==> src/rtl/j1_pad_arbiter.sv <==
// Shares the pmodA pad bank between the J1 core and the management SoC.
// Wishbone register slave plus a four-state ownership FSM with hi-z guard intervals and a host lease timer.
module j1_pad_arbiter #(
  parameter logic [31:0] BASE_ADR     = 32'h3000_0000,
  parameter int          GUARD_CYCLES = 4
) (
  input  logic        wb_clk_i,
  input  logic        wb_rst_i,
  input  logic        wbs_stb_i,
  input  logic        wbs_cyc_i,
  input  logic        wbs_we_i,
  input  logic [3:0]  wbs_sel_i,
  input  logic [31:0] wbs_adr_i,
  input  logic [31:0] wbs_dat_i,
  output logic        wbs_ack_o,
  output logic [31:0] wbs_dat_o,
  input  logic [7:0]  core_write,
  input  logic [7:0]  core_oeb,
  input  logic        core_hold,
  output logic [7:0]  core_read,
  input  logic [7:0]  pad_in,
  output logic [7:0]  pad_out,
  output logic [7:0]  pad_oeb,
  output logic        irq
);

  localparam int GW = (GUARD_CYCLES < 2) ? 1 : $clog2(GUARD_CYCLES);
  localparam logic [GW-1:0] GUARD_LAST = GW'(GUARD_CYCLES - 1);

  typedef enum logic [1:0] {
    ST_CORE      = 2'd0,
    ST_GUARD_IN  = 2'd1,
    ST_HOST      = 2'd2,
    ST_GUARD_OUT = 2'd3
  } state_t;

  state_t state;
  state_t state_nxt;

  // Host-visible registers
  logic        req;
  logic        ie;
  logic        expired;
  logic [7:0]  hout;
  logic [7:0]  hoeb;
  logic [15:0] lease;

  logic [GW-1:0] guard_cnt;
  logic [15:0]   lease_cnt;

  logic          wb_hit;
  logic          wb_req;
  logic          wb_wr;
  logic          wb_rd;
  logic [2:0]    word;
  logic [31:0]   rdata;
  logic          guard_done;
  logic          lease_expire;
  logic          pending;
  logic          unused_inputs;

  // Valid/ready: a transfer is a matched stb&cyc cycle with ack low; ack answers
  // it one cycle later for one cycle, so the master must drop stb on ack.
  assign wb_hit = wbs_stb_i & wbs_cyc_i & (wbs_adr_i[31:8] == BASE_ADR[31:8]);
  assign wb_req = wb_hit & ~wbs_ack_o;
  assign wb_wr  = wb_req & wbs_we_i;
  assign wb_rd  = wb_req & ~wbs_we_i;
  assign word   = wbs_adr_i[4:2];

  assign unused_inputs = ^{wbs_adr_i[7:5], wbs_adr_i[1:0], wbs_sel_i[3:2], wbs_dat_i[31:16]};

  assign guard_done   = (guard_cnt == '0);
  assign lease_expire = (state == ST_HOST) && (lease != 16'd0) && (lease_cnt == 16'd1);
  assign pending      = req & (state == ST_CORE) & core_hold;

  // FSM state register
  always_ff @(posedge wb_clk_i) begin
    if (wb_rst_i) state <= ST_CORE;
    else          state <= state_nxt;
  end

  // FSM next state
  always_comb begin
    state_nxt = state;
    case (state)
      ST_CORE:      if (req && !core_hold) state_nxt = ST_GUARD_IN;
      ST_GUARD_IN: begin
        // Pads are already hi-z here, so a withdrawn request can return at once.
        if (!req)            state_nxt = ST_CORE;
        else if (guard_done) state_nxt = ST_HOST;
      end
      ST_HOST:      if (!req || lease_expire) state_nxt = ST_GUARD_OUT;
      ST_GUARD_OUT: if (guard_done) state_nxt = ST_CORE;
      default:      state_nxt = ST_CORE;
    endcase
  end

  // Guard and lease counters
  always_ff @(posedge wb_clk_i) begin
    if (wb_rst_i) begin
      guard_cnt <= '0;
      lease_cnt <= 16'd0;
    end else begin
      if ((state_nxt == ST_GUARD_IN  && state != ST_GUARD_IN) ||
          (state_nxt == ST_GUARD_OUT && state != ST_GUARD_OUT))
        guard_cnt <= GUARD_LAST;
      else if (!guard_done)
        guard_cnt <= guard_cnt - 1'b1;

      if (state == ST_GUARD_IN && state_nxt == ST_HOST)
        lease_cnt <= lease;
      else if (state == ST_HOST && lease_cnt != 16'd0)
        lease_cnt <= lease_cnt - 16'd1;
    end
  end

  // Register file, bus response and interrupt
  always_ff @(posedge wb_clk_i) begin
    if (wb_rst_i) begin
      req       <= 1'b0;
      ie        <= 1'b0;
      expired   <= 1'b0;
      hout      <= 8'h00;
      hoeb      <= 8'h00;
      lease     <= 16'd0;
      irq       <= 1'b0;
      wbs_ack_o <= 1'b0;
      wbs_dat_o <= 32'd0;
    end else begin
      if (wb_wr) begin
        case (word)
          3'd0: if (wbs_sel_i[0]) begin
            req <= wbs_dat_i[0];
            ie  <= wbs_dat_i[1];
          end
          3'd1: if (wbs_sel_i[0] && wbs_dat_i[2]) expired <= 1'b0;
          3'd2: if (wbs_sel_i[0]) hout <= wbs_dat_i[7:0];
          3'd3: if (wbs_sel_i[0]) hoeb <= wbs_dat_i[7:0];
          3'd5: begin
            if (wbs_sel_i[0]) lease[7:0]  <= wbs_dat_i[7:0];
            if (wbs_sel_i[1]) lease[15:8] <= wbs_dat_i[15:8];
          end
          default: ;
        endcase
      end
      // Expiry overrides any same-cycle host write of req or W1C of expired.
      if (lease_expire) begin
        req     <= 1'b0;
        expired <= 1'b1;
      end
      irq       <= expired & ie;
      wbs_ack_o <= wb_req;
      wbs_dat_o <= wb_rd ? rdata : 32'd0;
    end
  end

  // Read mux
  always_comb begin
    rdata = 32'd0;
    case (word)
      3'd0: rdata = {30'd0, ie, req};
      3'd1: rdata = {29'd0, expired, pending, (state == ST_HOST)};
      3'd2: rdata = {24'd0, hout};
      3'd3: rdata = {24'd0, hoeb};
      3'd4: rdata = {24'd0, pad_in};
      3'd5: rdata = {16'd0, lease};
      default: rdata = 32'd0;
    endcase
  end

  // Pad mux
  always_comb begin
    pad_out   = 8'h00;
    pad_oeb   = 8'hFF;
    core_read = 8'h00;
    case (state)
      ST_CORE: begin
        pad_out   = core_write;
        pad_oeb   = core_oeb;
        core_read = pad_in;
      end
      ST_HOST: begin
        pad_out = hout;
        pad_oeb = hoeb;
      end
      default: ;
    endcase
  end

endmodule

==> config.mk <==
export PLATFORM = sky130hd
export DESIGN_NAME = j1_pad_arbiter
export DESIGN_NICKNAME = d
export VERILOG_FILES = /design/src/rtl/j1_pad_arbiter.sv
export SDC_FILE = /design/constraint.sdc
export NUM_CORES = 1
export LEC_CHECK = 0
export BUFFER_PORTS_ARGS = -buffer_cell sky130_fd_sc_hd__buf_2
export CAP_MARGIN = 20
export CORE_MARGIN = 5
export CORE_UTILIZATION = 45
export CTS_BUF_LIST = sky130_fd_sc_hd__clkbuf_4 sky130_fd_sc_hd__clkbuf_8
export DETAILED_ROUTE_END_ITERATION = 7
export HOLD_SLACK_MARGIN = 0.05
export PLACE_DENSITY = 0.8
export SETUP_SLACK_MARGIN = 0.2
export SLEW_MARGIN = 20
export SYNTH_ARGS = -nofsm -noshare
export SYNTH_HDL_FRONTEND = slang
export SYNTH_SLANG_ARGS = --single-unit
==> constraint.sdc <==
create_clock -name wb_clk_i -period 2.1 [get_ports wb_clk_i]
set_clock_uncertainty 0.2 [all_clocks]
set_input_delay 0.105 -clock wb_clk_i [delete_from_list [all_inputs] [get_ports wb_clk_i]]
set_output_delay 0.105 -clock wb_clk_i [all_outputs]
set_load 0.02 [all_outputs]
==> metrics.txt, run 1 <==
initial antenna violation count=0; R2R setup slack=-0.15 ns; CTS max path bufs=2; arrival time at the worst endpoint=between 2 and 2.5 ns; Max Cap Viol=0; DR iter-0 viols=around 190; Yosys reg bits=73; Final #Nets=just under 700; final slew viol count=0; peak supply drop=roughly 340 uV; FF-to-FF Start=lease_cnt[5]$_SDFFE_PP0P_; failing checks=setup timing; post-placement setup slack=-0.1399 ns; setup TNS=-0.6739 ns; Yosys warning count=0; total routed wirelength=about 12000 um; port bufs=about 120; Worst setup startpoint=lease_cnt[5]$_SDFFE_PP0P_; Post-DRT Antenna Nets=0; TritonCTS clock tree=built; GPL Wtd Cong=about 0.91; final setup vio count=10; crit path capture type=flop; initial core utilization=between 40% and 50%; switching share of power=between 20 and 30%; Final period util=107.4%; Area growth, synth to finish=42.70%; synthesized cell area=3871 um^2; DR vias/cell=~5.6; Remaining Overflow, GRT=0; CTS sink cnt=73; Max Fanout on Critical Path=5; H-Tree Depth=3; Min-Delay Path Class=in2reg; worst reg2reg path depth=4; final hold vios=0; post-synthesis sequential area ratio=between 30% and 40%; Clk network pwr share=41.1%; crit path kind=reg2reg; vias in the first global route=3960; commonest non-fill, non-tap cells in the layout=115 x buf_2, 71 x dfxtp_1, 69 x nor2_1; layout cells sized above 1=37.63%; Die X=roughly 100 um; Worst Path Required=about 2.2 ns; Die ar.=around 11000 um^2; Logic pwr share=13.7%; max frequency=443.5 MHz; first-pass GRT wire length=between 15000 and 20000 um; Main synth FF type=dfxtp_1; Pwr Density=between 500 and 600 nW/um^2; commonest non-fill, non-tap cell in the layout=buf_2; CTS clk-pin slew, worst paths=roughly 0.080 ns; TritonCTS Buffers=9; DR WL/cell=roughly 17 um; via count=3922; post-synthesis cell count=~430; Pleak=about 0.0023 uW; outcome=complete, but fails checks; Final min period=between 2 and 2.5 ns; Tot GR Track Use=a little under a quarter; EDFF count, synth=0; Core Area=between 8000 and 9000 um^2; # IOs=between 150 and 200; Row Count=33; CP startpoint kind=flop; Avg Inst Size Synth=about 9 um^2; worst setup path endpoint=lease_cnt[8]$_SDFFE_PP0P_; drt drc=0; clock root cell=clkbuf_8; setup slack after layout=-0.1549 ns; DRT Pass-1 Iters=5; Internal=between 2000 and 2500 uW; later-pin clock latency in the skew report=0.36 ns; ys async rst share=0%; Distinct cells, synth=between 50 and 60; RSZ-0062 raised after global routing=true; largest net degree at the start of global routing=34; reg2reg end=lease_cnt[8]$_SDFFE_PP0P_; Sequential Power Share=45.2%; NetSw=between 700 and 800 uW; Die Y-Extent=~100 um; Final HPWL DP=8300 um; diode count=0
## logic make-up (layout without fill, tap and decap cells)
logic type                 after synthesis  after routing  share of synthesized area (%)
AOI/OAI and AO/OA                       64             64                          12.41
adders and majority gates                4              4                          1.293
and+or+nand+nor                        181            181                          26.34
DFF                                     73             73                          37.75
other                                    1             16                        0.09687
muxes                                   53             53                          13.83
buffers and inverters                   43            198                          6.238
xor gates and xnor gates                 9              9                          2.036
## stage by stage
stage / hold WS [ns] / cells / power [uW] / cell area (um^2) / utilization (%)
after floorplan: 0.04105 / 443 / 1686 / 4043 / -
after global placement: 0.1498 / 658 / 1795 / 4810 / 57.95
after detailed placement: 0.1548 / 658 / 1811 / 4810 / 57.95
after CTS: 0.006228 / 700 / 3091 / 5341 / 64.36
after global routing: 0.02592 / 703 / 3210 / 5524 / 66.56
final: 0.01097 / 703 / 3106 / 5524 / 66.56
## area by class of cell
class	instances	area [um^2]
clock buffers	12	152.6
fillers	617	2775
clock inverters	4	76.32
well taps	105	131.4
flip-flops and latches	73	1466
repair buffers	177	1194
inverters	5	18.77
multi-input cells	327	2485
## sequential cells by signal (all words and copies together) (netlist names)
name and count:
hout 8, irq 1, expired 1, req 1
wbs_ack_o 1, state 2, guard_cnt 2, lease 16
hoeb 8, lease_cnt 16, wbs_dat_o 16, ie 1
## power by group through the flow
stage | combinational [uW] | clock [uW] | sequential (uW)
2_1_floorplan | 249 | 0 | 1440
3_3_place_gp | 357 | 0 | 1440
3_5_place_dp | 372 | 0 | 1440
4_1_cts | 411 | 1270 | 1410
5_1_grt | 468 | 1330 | 1410
6_report | 425 | 1280 | 1410
## timing repair
item / in CTS / in global routing
setup buffers: 1 / 2
hold buffers: 25 / 1
pin swaps: 13 / 15
endpoints found under the hold margin: 44 / 3
resized for setup: 15 / 36
gates cloned: 0 / 0
endpoints found under the setup margin: 72 / 63
## worst max-delay path, stage by stage (launching register included)
cell      delay, ns
dfxtp_2        0.32
or4_4          0.57
or3_4          0.35
or4_4          0.54
a311oi_2       0.20
## metal layers
metal,wire length (um),vias to the layer above,global-route usage [%]
met1,4630,1877,26.24
met2,6006,166,40.67
li1,-,1850,-
met3,954,29,5.345
met4,277,0,7.669
met5,0,-,0
## synthesized netlist by cell type, drive strengths merged (3+ instances only)
cell / number / area, um^2
a211o: 8 / 70.07
a211oi: 13 / 102.6
a21oi: 15 / 75.07
a22oi: 3 / 22.52
a311oi: 3 / 32.53
and2: 19 / 118.9
buf: 24 / 165.2
clkbuf: 13 / 48.80
dfxtp: 73 / 1461
ha: 4 / 50.05
inv: 5 / 18.77
mux2: 4 / 45.04
mux2i: 49 / 490.5
nand2: 14 / 52.55
nand2b: 4 / 25.02
nand3: 5 / 25.02
nand3b: 3 / 22.52
nand4: 7 / 50.05
nor2: 71 / 266.5
nor2b: 14 / 87.58
nor3: 6 / 35.03
nor4: 18 / 178.9
o21ai: 3 / 15.01
o22a: 4 / 35.03
or3: 6 / 37.54
or4: 5 / 45.04
xnor2: 5 / 43.79
xor2: 4 / 35.03
## worst min path at each step
stage                                          to  slack (ns)           from  cells after the start
after CTS                    wbs_ack_o$_SDFF_PP0_       0.006  wbs_adr_i[15]                      5
after floorplan           wbs_dat_o[4]$_SDFF_PP0_        0.04      pad_in[4]                      2
after global routing         wbs_ack_o$_SDFF_PP0_        0.03  wbs_adr_i[17]                      5
final                        wbs_ack_o$_SDFF_PP0_        0.01  wbs_adr_i[15]                      5
after detailed placement   lease[15]$_SDFFE_PP0P_        0.15  wbs_dat_i[15]                      3
after global placement     lease[10]$_SDFFE_PP0P_        0.15  wbs_dat_i[10]                      3
(Power assumes the default switching activity.)
==> run 2, diff against run 1 <==
--- a/config.mk
+++ b/config.mk
@@ -5,14 +5,16 @@
 export SDC_FILE = /design/constraint.sdc
 export NUM_CORES = 1
 export LEC_CHECK = 0
-export BUFFER_PORTS_ARGS = -buffer_cell sky130_fd_sc_hd__buf_2
 export CAP_MARGIN = 20
+export CORE_ASPECT_RATIO = 1.25
 export CORE_MARGIN = 5
-export CORE_UTILIZATION = 45
+export CORE_UTILIZATION = 52
 export CTS_BUF_LIST = sky130_fd_sc_hd__clkbuf_4 sky130_fd_sc_hd__clkbuf_8
 export DETAILED_ROUTE_END_ITERATION = 7
+export DONT_BUFFER_PORTS = 1
+export GPL_TIMING_DRIVEN = 0
 export HOLD_SLACK_MARGIN = 0.05
-export PLACE_DENSITY = 0.8
+export PLACE_DENSITY = 0.72
 export SETUP_SLACK_MARGIN = 0.2
 export SLEW_MARGIN = 20
 export SYNTH_ARGS = -nofsm -noshare
==> metrics.txt, run 2 (synthesis gave the netlist of run 1 again) <==
biggest regs=lease: 16 flops, lease_cnt: 16 flops, wbs_dat_o: 16 flops; GPL Wtd Cong=0.9355 (+2.5%); Pwr Density=554.1 nW/um^2 (-1.5%); FF-to-FF Start=lease_cnt[3]$_SDFFE_PP0P_; port bufs=0 (-100%); diode count=0 (unchanged); CTS sink cnt=73 (unchanged); failing checks=hold timing, setup timing; Final #Nets=612 (-12%); Worst Path Required=2.18 ns (about the same); largest net degree at the start of global routing=17 (-50%); arrival time at the worst endpoint=2.37 ns (+0.04 ns); Post-DRT Antenna Nets=0 (unchanged); layout cells sized above 1=27.57% (-10 points); crit path capture type=flop; Remaining Overflow, GRT=0 (unchanged); Area growth, synth to finish=33.97%; Final min period=2.290 ns (+0.03473 ns); Final HPWL DP=8246 um (-0.64%); final slew viol count=0 (unchanged); final setup vio count=21 (+11); overall power=2874 uW (-7.5%); RSZ-0062 raised after global routing=true; Final period util=109.0% (+1.7 points); max_slew headroom=56.25%; DRT Pass-1 Iters=5 (unchanged); crit path kind=reg2reg; hold_buf cts=30 (+20%); outcome=complete, but fails checks; WHS=-0.02378 ns (-0.03475 ns); H-Tree Depth=3 (unchanged); measured slew at the worst slew-check pin=0.6563 ns; DR iter-0 viols=275 (+46%); commonest non-fill, non-tap cell in the layout=dfxtp_1; via count=3606 (-8.1%); Hold Path Origin=wbs_adr_i[15]; later-pin clock latency in the skew report=0.37 ns (about the same); Row Count=35 (+6.1%); clock root cell=clkbuf_8; total routed wirelength=12030 um (+1.4%); peak supply drop=496.2 uV (+45%); Max Fanout on Critical Path=4 (-1); CTS clk-pin slew, worst paths=0.10 ns (+0.02 ns); drt drc=0 (unchanged); commonest non-fill, non-tap cells in the layout=70 x dfxtp_1, 62 x nor2_1, 45 x mux2i_1; Max Cap Viol=0 (unchanged); CTS max path bufs=2 (unchanged); initial core utilization=52.93% (+6.3 points); Die X=87.18 um (-15%); DR vias/cell=5.941 (+6.5%); Pleak=0.001890 uW (-16%); Tot GR Track Use=25.65% (+3.1 points); final hold vios=3 (+3); initial antenna violation count=0 (unchanged); CP startpoint kind=flop; DR WL/cell=19.82 um (+17%); post-placement setup slack=-0.2439 ns (-0.1041 ns); Min-Delay Path Class=in2reg; TritonCTS Buffers=9 (unchanged); # IOs=156 (unchanged); Worst setup startpoint=lease_cnt[3]$_SDFFE_PP0P_; Core Area=7313 um^2 (-12%); max frequency=436.8 MHz (-1.5%); first-pass GRT wire length=18540 um (-2.3%); TritonCTS clock tree=built; Die ar.=9281 um^2 (-12%); Die Y-Extent=106.5 um (+3.6%); vias in the first global route=3511 (-11%); setup slack after layout=-0.1896 ns (-0.03473 ns)
-- run 2: routing by layer --
metal	GRT usage, %	wire length, um
met2	44.84	6485
met3	6.047	659
met4	9.211	290
met1	30.05	4597
met5	0	0
-- run 2: area by class of cell --
class                   instances  area [um^2]
repair buffers                 56        576.8
plain buffers                  38        267.8
well taps                      92        115.1
multi-input cells             327         2545
clock inverters                 7        71.32
flip-flops and latches         73         1468
clock buffers                   9        123.9
inverters                       5        18.77
fillers                       534         2127
-- run 2: timing repair --
item,CTS,global route
resized for setup,36,47
buffers inserted,15,10
gates cloned,1,0
pin swaps,26,17
endpoints found under the hold margin,56,3
setup endpoints to repair,94,87
-- run 2: power breakdown --
| part | total, uW | internal [uW] | switching (uW) |
|---|---|---|---|
| Clock | 1110 | 463 | 646 |
| Sequential | 1410 | 1400 | 7.45 |
| Combinational | 359 | 157 | 201 |
| Total | 2870 | 2020 | 854 |
-- run 2: worst max-delay path, stage by stage, from the launching register on --
cell      delay, ns
dfxtp_2        0.33
or4_4          0.56
buf_6          0.14
nor4_4         0.19
buf_2          0.21
buf_4          0.12
buf_4          0.09
a21oi_2        0.04
xnor2_1        0.13
a211oi_1       0.19
-- run 2: worst paths after layout --
check / endpoint / slack, ns / cells past startpoint
worst max-delay path: lease_cnt[5]$_SDFFE_PP0P_ / -0.19 / 9
worst min-delay path: wbs_ack_o$_SDFF_PP0_ / -0.02 / 5
worst max register to register: lease_cnt[5]$_SDFFE_PP0P_ / -0.19 / 9
worst min register to register: irq$_SDFF_PP0_ / 0.27 / 2
-- run 2: per-stage QoR --
step,hold WS (ns),setup TNS [ns],area [um^2],std cells,utilization [%]
floorplan,0.04105,-0.1579,4043,443,-
global placement,0.04695,-4.273,4158,535,56.85
detailed placement,0.05272,-5.042,4158,535,56.85
CTS,-0.1001,-1.701,4941,597,67.56
global route,-0.003950,-4.268,5186,607,70.92
finish,-0.02378,-2.425,5186,607,70.92
